$ cat config.mk
export PLATFORM = sky130hd
export DESIGN_NAME = rdn_wt_loader
export DESIGN_NICKNAME = d
export VERILOG_FILES = /design/src/rtl/rdn_pkg.sv /design/src/rtl/rdn_wt_cursor.sv /design/src/rtl/rdn_wt_loader.sv
export SDC_FILE = /design/constraint.sdc
export NUM_CORES = 2
export LEC_CHECK = 0
export BUFFER_PORTS_ARGS = -buffer_cell sky130_fd_sc_hd__buf_4
export CAP_MARGIN = 20
export CORE_MARGIN = 8
export CORE_UTILIZATION = 25
export DETAILED_ROUTE_END_ITERATION = 10
export PLACE_DENSITY = 0.48
export SETUP_SLACK_MARGIN = 0.1
export SYNTH_ARGS = -nofsm -noshare
export SYNTH_HDL_FRONTEND = slang
export SYNTH_SLANG_ARGS = --single-unit
$ cat constraint.sdc
create_clock -name clk -period 27.2 [get_ports clk]
set_input_delay 5.44 -clock clk [delete_from_list [all_inputs] [get_ports clk]]
set_output_delay 5.44 -clock clk [all_outputs]
set_load 0.05 [all_outputs]
$ cat src/rtl/rdn_pkg.sv
`default_nettype none
// ---------------------------------------------------------------------------
// rdn_pkg : shared types and constants for the RDN weight loader
// Rev 1.0
// ---------------------------------------------------------------------------
package rdn_pkg;

  typedef enum logic [1:0] {
    ST_IDLE  = 2'd0,
    ST_REQ   = 2'd1,
    ST_WRITE = 2'd2,
    ST_DONE  = 2'd3
  } rdn_wt_state_t;

  typedef enum logic [1:0] {
    LAYER_A = 2'd0,
    LAYER_B = 2'd1,
    LAYER_C = 2'd2
  } rdn_layer_t;

  localparam int c_beat_words = 32;
  localparam int c_word_w     = 16;
  localparam int c_a_slots    = 401;
  localparam int c_bc_slots   = 16;

  function automatic int rdn_total_words(input int na, input int nb, input int nc,
                                         input int a_slots, input int b_slots,
                                         input int c_slots);
    return na * a_slots + nb * b_slots + nc * c_slots;
  endfunction

  localparam int c_total_words =
    rdn_total_words(15, 15, 36, c_a_slots, c_bc_slots, c_bc_slots);

endpackage
`default_nettype wire

$ cat src/rtl/rdn_wt_cursor.sv
`default_nettype none
// ---------------------------------------------------------------------------
// rdn_wt_cursor : slot / neuron / layer nested counters for the weight stream
// Rev 1.0
// ---------------------------------------------------------------------------
module rdn_wt_cursor
  import rdn_pkg::*;
#(
  parameter int NUM_A_NEURONS = 15,
  parameter int NUM_B_NEURONS = 15,
  parameter int NUM_C_NEURONS = 36,
  parameter int A_SLOTS       = c_a_slots,
  parameter int B_SLOTS       = c_bc_slots,
  parameter int C_SLOTS       = c_bc_slots
)(
  input  logic       clk,
  input  logic       rst,
  input  logic       clr,
  input  logic       inc,
  output rdn_layer_t layer,
  output logic [5:0] neuron_sel,
  output logic [8:0] weight_sel,
  output logic       last
);

  rdn_layer_t r_layer;
  rdn_layer_t w_layer_nxt;
  logic [5:0] r_neuron;
  logic [5:0] w_neuron_max;
  logic [8:0] r_slot;
  logic [8:0] w_slot_max;
  logic       w_slot_wrap;
  logic       w_neuron_wrap;

  always_comb begin
    w_slot_max   = 9'(A_SLOTS - 1);
    w_neuron_max = 6'(NUM_A_NEURONS - 1);
    w_layer_nxt  = LAYER_B;
    case (r_layer)
      LAYER_B: begin
        w_slot_max   = 9'(B_SLOTS - 1);
        w_neuron_max = 6'(NUM_B_NEURONS - 1);
        w_layer_nxt  = LAYER_C;
      end
      LAYER_C: begin
        w_slot_max   = 9'(C_SLOTS - 1);
        w_neuron_max = 6'(NUM_C_NEURONS - 1);
        w_layer_nxt  = LAYER_A;
      end
      default: ;
    endcase
  end

  assign w_slot_wrap   = (r_slot == w_slot_max);
  assign w_neuron_wrap = (r_neuron == w_neuron_max);
  assign last          = (r_layer == LAYER_C) && w_slot_wrap && w_neuron_wrap;
  assign layer         = r_layer;
  assign neuron_sel    = r_neuron;
  assign weight_sel    = r_slot;

  always_ff @(posedge clk or posedge rst) begin
    if (rst) begin
      r_layer  <= LAYER_A;
      r_neuron <= '0;
      r_slot   <= '0;
    end else if (clr) begin
      r_layer  <= LAYER_A;
      r_neuron <= '0;
      r_slot   <= '0;
    end else if (inc) begin
      if (!w_slot_wrap) begin
        r_slot <= r_slot + 9'd1;
      end else begin
        r_slot <= '0;
        if (!w_neuron_wrap) begin
          r_neuron <= r_neuron + 6'd1;
        end else begin
          r_neuron <= '0;
          r_layer  <= w_layer_nxt;
        end
      end
    end
  end

endmodule
`default_nettype wire

$ cat src/rtl/rdn_wt_loader.sv
`default_nettype none
// ---------------------------------------------------------------------------
// rdn_wt_loader : streams 32-word memory beats into the A/B/C neuron slots
// Rev 1.0
// ---------------------------------------------------------------------------
module rdn_wt_loader
  import rdn_pkg::*;
#(
  parameter int NUM_A_NEURONS = 15,
  parameter int NUM_B_NEURONS = 15,
  parameter int NUM_C_NEURONS = 36,
  parameter int A_WEIGHTS     = 400,
  parameter int B_WEIGHTS     = NUM_A_NEURONS,
  parameter int C_WEIGHTS     = NUM_B_NEURONS
)(
  input  logic                                   clk,
  input  logic                                   rst,
  input  logic                                   go,
  input  logic                                   mem_ready,
  input  logic [c_beat_words-1:0][c_word_w-1:0]  mem_data,
  output logic                                   req_mem,
  output logic                                   write_a,
  output logic                                   write_b,
  output logic                                   write_c,
  output logic [5:0]                             neuron_sel,
  output logic [8:0]                             weight_sel,
  output logic signed [c_word_w-1:0]             weight_bus,
  output logic                                   weight_valid
);

  localparam int c_k_w = $clog2(c_beat_words);
  localparam logic [c_k_w-1:0] c_k_last = c_k_w'(c_beat_words - 1);

  rdn_wt_state_t r_state;
  rdn_wt_state_t w_state_nxt;

  logic [c_beat_words-1:0][c_word_w-1:0] r_beat;
  logic [c_k_w-1:0]    r_k;
  logic [c_k_w-1:0]    w_k_nxt;
  logic                r_last_wr;
  rdn_layer_t          w_layer;
  logic [5:0]          w_cur_neuron;
  logic [8:0]          w_cur_slot;
  logic                w_cur_last;
  logic                w_clr;
  logic                w_capture;
  logic                w_present;
  logic [c_word_w-1:0] w_word;

  rdn_wt_cursor #(
    .NUM_A_NEURONS (NUM_A_NEURONS),
    .NUM_B_NEURONS (NUM_B_NEURONS),
    .NUM_C_NEURONS (NUM_C_NEURONS),
    .A_SLOTS       (A_WEIGHTS + 1),
    .B_SLOTS       (B_WEIGHTS + 1),
    .C_SLOTS       (C_WEIGHTS + 1)
  ) u_cursor (
    .clk        (clk),
    .rst        (rst),
    .clr        (w_clr),
    .inc        (w_present),
    .layer      (w_layer),
    .neuron_sel (w_cur_neuron),
    .weight_sel (w_cur_slot),
    .last       (w_cur_last)
  );

  always_ff @(posedge clk or posedge rst) begin
    if (rst) r_state <= ST_IDLE;
    else     r_state <= w_state_nxt;
  end

  // r_k indexes the word currently on the outputs; r_last_wr marks it as the stream's final word
  always_comb begin
    w_state_nxt = r_state;
    case (r_state)
      ST_IDLE, ST_DONE: if (go) w_state_nxt = ST_REQ;
      ST_REQ:           if (mem_ready) w_state_nxt = ST_WRITE;
      ST_WRITE: begin
        if (r_last_wr)          w_state_nxt = ST_DONE;
        else if (r_k == c_k_last) w_state_nxt = ST_REQ;
      end
      default:          w_state_nxt = ST_IDLE;
    endcase
  end

  // The first word of a beat bypasses the beat register so it lands the cycle after capture
  always_comb begin
    w_clr     = ((r_state == ST_IDLE) || (r_state == ST_DONE)) && go;
    w_capture = (r_state == ST_REQ) && mem_ready;
    w_present = w_capture || ((r_state == ST_WRITE) && !r_last_wr && (r_k != c_k_last));
    w_k_nxt   = r_k + c_k_w'(1);
    w_word    = w_capture ? mem_data[0] : r_beat[w_k_nxt];
  end

  always_ff @(posedge clk or posedge rst) begin
    if (rst) begin
      req_mem      <= 1'b0;
      write_a      <= 1'b0;
      write_b      <= 1'b0;
      write_c      <= 1'b0;
      neuron_sel   <= '0;
      weight_sel   <= '0;
      weight_bus   <= '0;
      weight_valid <= 1'b0;
      r_beat       <= '0;
      r_k          <= '0;
      r_last_wr    <= 1'b0;
    end else begin
      req_mem      <= (w_state_nxt == ST_REQ);
      weight_valid <= (w_state_nxt == ST_DONE);
      write_a      <= w_present && (w_layer == LAYER_A);
      write_b      <= w_present && (w_layer == LAYER_B);
      write_c      <= w_present && (w_layer == LAYER_C);
      if (w_capture) r_beat <= mem_data;
      if (w_clr || w_capture) r_k <= '0;
      else if (w_present)     r_k <= w_k_nxt;
      if (w_present) begin
        neuron_sel <= w_cur_neuron;
        weight_sel <= w_cur_slot;
        weight_bus <= $signed(w_word);
      end
      if (w_clr)          r_last_wr <= 1'b0;
      else if (w_present) r_last_wr <= w_cur_last;
    end
  end

endmodule
`default_nettype wire

After elaboration in Yosys (flattened, before gate mapping)
Index checks and enable logic that the tools add are counted.
- add/subtract/negate cells: 3
- order comparisons: 1
- equality and inequality tests: 11
- mux-type cells: 26
- reductions and logical operators: 23
- operators with widths (cell ; count):
    16-bit binary-select mux with 5-bit select ; 1
    9-bit two-way mux ; 4
    16-bit two-way mux ; 2
    6-bit two-way mux ; 5
    2-bit two-way mux ; 8
    5-bit two-way mux ; 2
    9-bit by 1-bit adder with 9-bit output, second input constant ; 1
    9-bit == test ; 1
    1-bit logical AND ; 9
    2-bit == test, second input constant ; 4
    2-bit nonzero test ; 4
    6-bit by 1-bit adder with 6-bit output, second input constant ; 1
    2-bit by 1-bit == test with 1-bit output, second input constant ; 3
    6-bit == test ; 1
    5-bit by 6-bit less-than comparator with 1-bit output, second input constant ; 1
    2-bit case mux with 3 select lines ; 1
    5-bit by 1-bit adder with 5-bit output, second input constant ; 1
    5-bit == test, second input constant ; 1
    5-bit != test, second input constant ; 1
    2-bit logical NOT ; 2
    2-bit case mux with 2 select lines ; 1
    2-bit OR reduction ; 2
    1-bit logical OR ; 3
    3-bit AND reduction ; 1
    other kinds (3) ; 4
- register bits after elaboration: 573
- input bits: 516
- output and inout bits: 36
- logic and storage cells: 110

Logic depth before layout (Yosys ltp)
- depth after elaboration: 8
- depth in mapped cells: 10
- mapped depth without buffers: 8

By module
From an unflattened synthesis, not the netlist that was laid out.
- cell total of the unflattened synthesis: 3025
- area, all modules: 26006.2 µm²
- modules (own cells, without submodules) (module ; times used ; cells each ; area each (µm²) ; seq. area each (µm²)):
    rdn_wt_loader ; 1 ; 2910 ; 24951.4 ; 13913.3
    rdn_wt_cursor ; 1 ; 115 ; 1054.8 ; 425.4

Least setup slack after synthesis
OpenSTA, ideal clock, no wires.
- path kind: in2reg
- start point: in mem_ready
- end point: reg neuron_sel[0]
- library setup time: 66 ps
- data arrival time: 7009 ps
- required time: 27134 ps
- path slack: 20126 ps
- stages: 8
- path buffers: 4
- cells stage by stage: and2_1 clkbuf_1 nor2_1 clkbuf_1 buf_1 clkbuf_1 nand2_1 nand2_1
- word-level cells in the longest chain between the ends: 2
- RTL lines (element ; RTL line ; source):
    from (decl) ; rdn_wt_loader.sv:19 ; input logic mem_ready,
    1-bit logical AND ; rdn_wt_loader.sv:90 ; w_capture = (r_state == ST_REQ) && mem_ready;
    1-bit logical OR ; rdn_wt_loader.sv:91 ; w_present = w_capture || ((r_state == ST_WRITE) && !r_last_wr && (r_k != c_k_last));
    to (signal assigned) ; rdn_wt_loader.sv:119 ; neuron_sel <= w_cur_neuron;
    to (decl) ; rdn_wt_loader.sv:25 ; output logic [5:0] neuron_sel,
Every way passes these cells.
A chain may end at the register's enable or synchronous reset.

==> key figures <==
Worst setup path
  • CP top delay family: buffers and inverters
  • Worst reg2reg setup slack: about 23 ns
  • Worst R2R End: weight_bus[6]
  • Reg2reg start: r_k[0]
  • CP max stage cell: buf_4
  • Cells on worst reg2reg path: 8
  • CP Max Fanout: 151
  • CP arrival: 8.58 ns
  • CP required: between 20 and 30 ns
  • Crit path top cell by count: buf_4
  • Crit path kind: input port to asynchronous set/reset pin
  • Max stage delay on crit path: a little over 0.8 ns
  • Crit path launch type: input port
  • WP buf/inv: 5
  • Crit path cell chain: buf_4, inv_8, buf_12, buf_4, buf_4
  • CP Capture Type: asynchronous set/reset pin

GRT
  • Largest net degree at the start of global routing: between 200 and 250
  • GR Util All Layers: 17.4%
  • Overflow left after global routing: 0
  • Initial antenna violation count: 19
  • Global-route wire length before repair: ~150 mm
  • Vias in the first global route: 22,000

Cells and area
  • Post-route cell area: roughly 34,000 um^2
  • Multi-input gate area: 10,900 um^2
  • Most frequent cells in the layout: 1,635 x nand2_1, 576 x buf_4, 572 x dfrtp_1
  • Layout Nets: approximately 3,800
  • FF+latch area: roughly 14,000 um^2
  • Fill cell count: 10,900
  • Area delta synth->final: 30.6%
  • Share of cells above drive strength 1: between 20% and 30%
  • Most common cell after layout, fill and taps aside: nand2_1

Yosys
  • Syn_nets: around 3,300
  • Average size of a mapped cell: approximately 9.3 um^2
  • Synth top area share: between 50% and 60%
  • Post-Syn Area: about 26,000 um^2
  • FF+latch count, synth: ~570
  • Synth area leader: dfrtp_1
  • Synth warn: 0
  • Post-synthesis sequential area ratio: 55.4%
  • Largest cells by area after synthesis: dfrtp_1 55%, nand2_1 24%, mux4_2 9.7%
  • Distinct cells, synth: 53
  • Post-synth EDFFs: 0
  • Most frequently used flop master after synthesis: dfrtp_1
  • Post-synthesis cell count: about 2,800
  • Ys async rst share: between 90% and 100%

CTS
  • CTS tree: yes
  • PostCTS Resize Cnt: 0
  • Total setup buffers inserted after CTS: 0
  • Clock slew at reported path FFs: roughly 0.060 ns
  • H-tree levels: 3
  • Num CTS Buffers: 70
  • Clock buffer depth: 3
  • Count of hold-fix buffers inserted at cts: 0
  • CTS root buffer: clkbuf_16
  • Clock Latency Late Sink: ~0.64 ns
  • # clock sinks: about 570

Floorplan
  • Starting Density: 25.1%
  • I/O pin cnt: around 550
  • Die span in y: about 340 um
  • Die ar.: about 110,000 um^2
  • Die Wd: about 340 um
  • Core area: just over 100,000 um^2
  • # rows: between 100 and 150

Place
  • Gpl congestion: between 0.7 and 0.8
  • Buffers on Ports: 551
  • Post-DP Area: between 30,000 and 40,000 um^2
  • DP HPWL: approximately 74 mm

Route
  • Avg WL per Cell: approximately 21 um
  • Total number of vias: 20,900
  • Routed vias/inst: approximately 4.4
  • Initial DRC Count: 1,475
  • # DRC: 0
  • Antenna Nets Post-Route: 0
  • First drt pass iteration count: 7
  • Final Routed Wirelength: 101 mm

Min path
  • Hold path cells: 2
  • Worst hold path endpoint: weight_sel[5]
  • Worst Hold Class: register to register
  • Min-delay src: weight_sel[5]

Power and ir drop
  • Total power per unit cell area: ~110 nW/um^2
  • Static leakage: 17.3 nW
  • Max VDD drop: between 0.04 and 0.05 mV

Run
  • Max-cap violation count: 0

Timing
  • Final Hold Vio Count: 0
  • Total negative slack: 0 ns
  • Fin. max-slew vios: 0
  • RSZ-0062 raised after global routing: no
  • Fin crit period: 7.95 ns
  • FMAX: ~130 MHz
  • Slew margin rel.: between 20 and 30%
  • Setup Viol. Count Final: 0
  • Worst-Margin Slew: about 1.1 ns
  • Period utilization: between 20 and 30%
  • Clock skew after layout: between 0.015 and 0.02 ns

Outcome
  • Status: completed
==> per-stage QoR <==
stage / hold slack, ns / std cells / total power [mW] / utilization [%] / worst slack, ns
after CTS: 0.471 / 4704 / 3.84 / 32.7 / 19.17
final: 0.466 / 4717 / 3.77 / 32.8 / 19.25
after detailed placement: 0.457 / 4577 / 2.86 / 30.5 / 18.48
after global placement: 0.453 / 4576 / 2.84 / 30.4 / 18.44
after floorplan: 0.440 / 2786 / 2.34 / - / 5.73
after global routing: 0.485 / 4716 / 4.04 / 32.8 / 18.74
==> flip-flops by register name, indices dropped and copies added (netlist names), 2 cells and up <==
signal and cells:
u_cursor.layer 2, neuron_sel 6, u_cursor.neuron_sel 6, r_state 2, weight_bus 16, r_k 5
r_beat 512, weight_sel 9, u_cursor.weight_sel 9
==> worst max-delay path by stage <==
stage | start | end | slack [ns] | cells past startpoint
2_1_floorplan | rst | neuron_sel[0] | 5.73 | 1
3_3_place_gp | rst | r_beat[164] | 18.44 | 5
3_5_place_dp | rst | r_beat[131] | 18.48 | 5
4_1_cts | rst | r_beat[228] | 19.17 | 5
5_1_grt | rst | r_beat[228] | 18.74 | 5
6_report | rst | r_beat[228] | 19.25 | 5
==> layer usage <==
layer  vias up  GRT usage, %  routed length [um]
li1       9990             -                   -
met1     10300          22.1               42800
met2       469          28.6               49500
met3       137          4.27                5660
met4         4          6.63                3430
met5         -             0                  28
==> cell families (layout without fill, tap and decap cells) <==
kind of cell / Yosys count / in the layout / share of synthesized area, %
and+or+nand+nor: 1717 / 1717 / 25.5
DFF: 573 / 573 / 55.4
xor gates and xnor gates: 10 / 10 / 0.411
AOI/OAI and AO/OA: 136 / 136 / 3.72
muxes: 161 / 161 / 11.7
other: 0 / 12 / 0
adders and majority gates: 10 / 10 / 0.484
buffers and inverters: 179 / 718 / 2.79
==> cell usage after synthesis, drive strengths merged (3+ instances only) <==
cell     count
nand4        3
inv         10
o211ai      10
o2111ai      7
nand2     1636
nor2        21
a211o        4
clkbuf     139
xor2         4
a21oi       22
and3         3
dfrtp      573
or3          6
nand3       13
mux2         3
and2         9
mux4       112
mux2i       46
nor2b        4
ha          10
buf         30
a22oi       37
o22ai       18
xnor2        6
o21ai        9
a22o        14
nand2b       4
==> tightest hold or removal path, cell delays in order (launching register included) <==
cell and delay, ns:
dfrtp_1 0.34, nand2_1 0.05, nand2_1 0.05
==> cell type report <==
cell class,count,share of cell area [%]
multi-input combinational,2034,32.2
sequential,573,42.4
timing repair buffer,581,13.1
inverter,10,0.133
clock buffer,109,6.55
tap,1380,5.11
clock inverter,18,0.422
antenna,12,0.0889
==> report_power, final <==
group | internal [mW] | switching, mW
Clock | 0.570 | 0.385
Sequential | 1.23 | 0.205
Combinational | 0.545 | 0.826
Power figures use the tool's default switching activity.
